### config.mk
export PLATFORM = sky130hd
export DESIGN_NAME = shift_add_multiply
export DESIGN_NICKNAME = d
export VERILOG_FILES = /design/src/rtl/shift_add_multiply_pkg.sv /design/src/rtl/shift_add_multiply.sv
export SDC_FILE = /design/constraint.sdc
export NUM_CORES = 1
export LEC_CHECK = 0
export CAP_MARGIN = 10
export CELL_PAD_IN_SITES_DETAIL_PLACEMENT = 1
export CELL_PAD_IN_SITES_GLOBAL_PLACEMENT = 1
export CORE_ASPECT_RATIO = 1.1
export CORE_MARGIN = 5
export CORE_UTILIZATION = 44
export CTS_BUF_LIST = sky130_fd_sc_hd__clkbuf_4
export DETAILED_ROUTE_END_ITERATION = 8
export PLACE_DENSITY_LB_ADDON = 0.1
export SYNTH_ARGS = -nofsm -noshare
export SYNTH_HDL_FRONTEND = slang
export SYNTH_SLANG_ARGS = --single-unit
export TNS_END_PERCENT = 20
### constraint.sdc
create_clock -name clk -period 6 [get_ports clk]
set_input_delay 1.5 -clock clk [delete_from_list [all_inputs] [get_ports clk]]
set_output_delay 1.5 -clock clk [all_outputs]
set_load 0.02 [all_outputs]
### src/rtl/shift_add_multiply_pkg.sv
// Shared definitions for the radix-2 shift-and-add multiplier.
// Holds the FSM state encoding, default operand width and counter sizing.
package shift_add_multiply_pkg;

    localparam int DEF_WIDTH = 32;

    function automatic int cnt_width(input int w);
        return (w > 1) ? $clog2(w) : 1;
    endfunction

    localparam int CNT_W = cnt_width(DEF_WIDTH);

    typedef enum logic [1:0] {
        ST_IDLE,
        ST_RUN,
        ST_DONE
    } state_t;

endpackage

### src/rtl/shift_add_multiply.sv
// Sequential unsigned multiplier, radix-2 shift-and-add, one partial product per cycle.
// Latency: product and done pulse appear WIDTH+1 edges after the accepted start edge.
// Backpressure: start is only accepted in IDLE and ignored otherwise; busy flags a running operation.
module shift_add_multiply
    import shift_add_multiply_pkg::*;
#(
    parameter int WIDTH = DEF_WIDTH
) (
    input  logic                 clk,
    input  logic                 rst,
    input  logic                 start,
    input  logic [WIDTH-1:0]     multiplier,
    input  logic [WIDTH-1:0]     multiplicand,
    output logic [2*WIDTH-1:0]   out,
    output logic                 busy,
    output logic                 done
);

    localparam int CW = cnt_width(WIDTH);

    state_t             state, state_nxt;
    logic [CW-1:0]      cnt;
    logic [WIDTH-1:0]   a_reg;
    logic [2*WIDTH-1:0] p;
    logic [2*WIDTH-1:0] p_step;
    logic [WIDTH:0]     sum;
    logic               last_iter;

    // The carry out of the upper-half add lands in the MSB after the shift,
    // so it never needs to be held across cycles.
    always_comb begin
        sum    = {1'b0, p[2*WIDTH-1:WIDTH]} + (p[0] ? {1'b0, a_reg} : '0);
        p_step = {sum, p[WIDTH-1:1]};
    end

    assign last_iter = (cnt == CW'(WIDTH - 1));

    always_comb begin
        state_nxt = state;
        busy      = 1'b0;
        case (state)
            ST_IDLE: begin
                if (start) state_nxt = ST_RUN;
            end
            ST_RUN: begin
                busy = 1'b1;
                if (last_iter) state_nxt = ST_DONE;
            end
            ST_DONE: begin
                state_nxt = ST_IDLE;
            end
            default: state_nxt = ST_IDLE;
        endcase
    end

    always_ff @(posedge clk) begin
        if (rst) begin
            state <= ST_IDLE;
            cnt   <= '0;
            a_reg <= '0;
            p     <= '0;
            out   <= '0;
            done  <= 1'b0;
        end else begin
            state <= state_nxt;
            done  <= (state == ST_DONE);
            case (state)
                ST_IDLE: begin
                    if (start) begin
                        a_reg <= multiplicand;
                        p     <= {{WIDTH{1'b0}}, multiplier};
                        cnt   <= '0;
                    end
                end
                ST_RUN: begin
                    p   <= p_step;
                    cnt <= cnt + 1'b1;
                end
                ST_DONE: begin
                    out <= p;
                end
                default: ;
            endcase
        end
    end

endmodule

==> impl_results.md <==
* Fmax at 284 MHz
* CTS clk-pin slew, worst paths at 0.13 ns
* Total CTS buffers at 17
* Slew @ Worst Pin at 1.01 ns
* Crit end category: output port
* # hold bufs at CTS at 0
* IR drop worst, VDD at 0.0929 mV
* Tcrit/Tclk final at 58.7%
* Yosys top cell area share at 42.2%
* Fin nets at 1198
* CP required at 4.50 ns
* Area of the multi-input gates at 4290 um2
* P_leak at 3.65 nW
* HP Class: reg -> reg
* DR WL/cell at 16.6 um
* Placed cell area at 9370 um2
* Startpoint Class: register
* Drt total wl at 22.4 mm
* Worst-skew pair later-pin latency at 0.58 ns
* Synthesized area per cell at 7.88 um2
* Top-count cell post-synth: nand2_1
* Total die area at 20900 um2
* Setup TNS at 0 ns
* Vias in the first global route at 7224
* Post-DP HPWL at 15.8 mm
* Critical path type: reg -> out
* Final Core Density at 54.4%
* Clock Tree Root: clkbuf_4
* Final WS setup at 2.48 ns
* Unrepaired setup endpoints after global routing: false
* CTS resizes at 0
* Pre-CTS WS at 2.35 ns
* GRT overflow at 0
* Core box area at 17700 um2
* Initial drt markers at 293
* Top cells by count, synth: 277 x nand2_1, 168 x dfxtp_1, 129 x a21oi_1
* Synth Instances at 1012
* Status: finished clean
* Die height at 151 um
* Largest fanout on the critical path at 15
* First-pass GRT wire length at 36.2 mm
* CTS tree: done
* Final hold vios at 0
* Port buffer count at 132
* Antenna-violating nets left at 0
* Area grow syn2layout at 20.9%
* Final Max Slew Viols at 0
* Largest cells by area after synthesis: dfxtp_1 42%, nand2_1 13%, a21oi_1 8.1%
* PwrDens at 212 nW/um2
* Register area at 3360 um2
* Boundary Pins at 133
* CP Data Arrival Time at 2.02 ns
* Setup violations, final at 0
* H-Tree Depth at 4
* Yosys reg bits at 168
* EDFF count, synth at 0
* Sequential share of the synthesized area at 42.2%
* Die W at 138 um
* Syn Std Cell Area at 7970 um2
* Initial antenna violation count at 1
* Cell taking the most area after synthesis: dfxtp_1
* Cell Rows at 51
* Synth warn at 0
* Syn_nets at 1114
* Initial Util at 44.9%
* Post-synthesis cell type count at 62
* Filler instances at 2200
* Post-CTS Repair Setup Buffers at 0
* Max-cap viol count at 0
* Vias per cell at 5.46
* DR vias at 7356
* Final non-filler cell area at 9640 um2
* Clk_skew at 0.0251 ns
* Post-synth top flop: dfxtp_1
* Total track usage at 21.0%
* Sink Count at 168
* Drt pass-1 iters at 6
* Layout cells sized above 1 at 5.41%
* CTS max path bufs at 2
* Crit path time final at 3.52 ns
* RD Place Congestion at 0.867
* Detailed-route DRC error count at 0
* Max_slew headroom at 32.1%
* Largest net degree at the start of global routing at 88
* Async S/R FF share, synth at 0%
==> placed cells by master, fill, tap and decap left out, drive strengths merged, types with 10 or more instances in the layout <==
master           n
xnor2           15
a21oi          130
clkdlybuf4s50  131
nand2          277
ha              34
nand3           23
a21o            14
clkbuf          17
buf             10
a22o            19
dfxtp          168
o21ai           18
inv             15
and2            38
a311oi          33
xor2            10
nor2            63
==> final timing paths <==
path                            depth (start not counted)  slack (ns)        end       from
worst max-delay path                                    4        2.48       busy   state[1]
worst min-delay path                                    2        0.46  a_reg[15]  a_reg[15]
worst max register to register                         13        2.74      p[57]       p[0]
worst min register to register                          2        0.46  a_reg[15]  a_reg[15]
==> kinds of logic after synthesis <==
group	count (synthesis)	synth area share, %
and+or+nand+nor	432	22.9
AOI/OAI and AO/OA	267	22.2
buffers and inverters	85	4.33
adders and majority gates	35	5.59
xor gates and xnor gates	25	2.75
DFF	168	42.2
==> report_power, final <==
group | internal (mW) | switching, mW
combinational | 0.0883 | 0.125
clock | 0.214 | 0.433
sequential | 1.15 | 0.0265
==> metal layers <==
metal | GRT usage [%] | wire, um
met1 | 27.7 | 10500
met2 | 36.1 | 10800
met3 | 3.09 | 840
met4 | 6.13 | 243
met5 | 0 | 0
==> critical path, cell delays in order (launching register included) <==
cell and delay, ns:
dfxtp_1 0.36, nand2b_2 0.19, inv_1 0.06, buf_4 0.21, clkdlybuf4s50_1 0.65
==> stage by stage <==
step | cells | total power [mW] | hold slack (ns)
after floorplan | 1012 | 1.33 | 0.429
after global placement | 1315 | 1.41 | 0.439
after detailed placement | 1315 | 1.42 | 0.446
after CTS | 1347 | 2.06 | 0.464
after global routing | 1348 | 2.14 | 0.486
final | 1348 | 2.04 | 0.458
==> final cells by class <==
cell class                      instances  share of cell area [%]
Tap cell                              238                    3.09
Clock inverter                         15                    1.47
Multi-Input combinational cell        759                    44.5
Inverter                                9                   0.350
Clock buffer                           17                    1.32
Sequential cell                       168                    34.9
Antenna cell                            1                  0.0260
Timing Repair Buffer                  141                    14.4
Power figures use the tool's default switching activity.
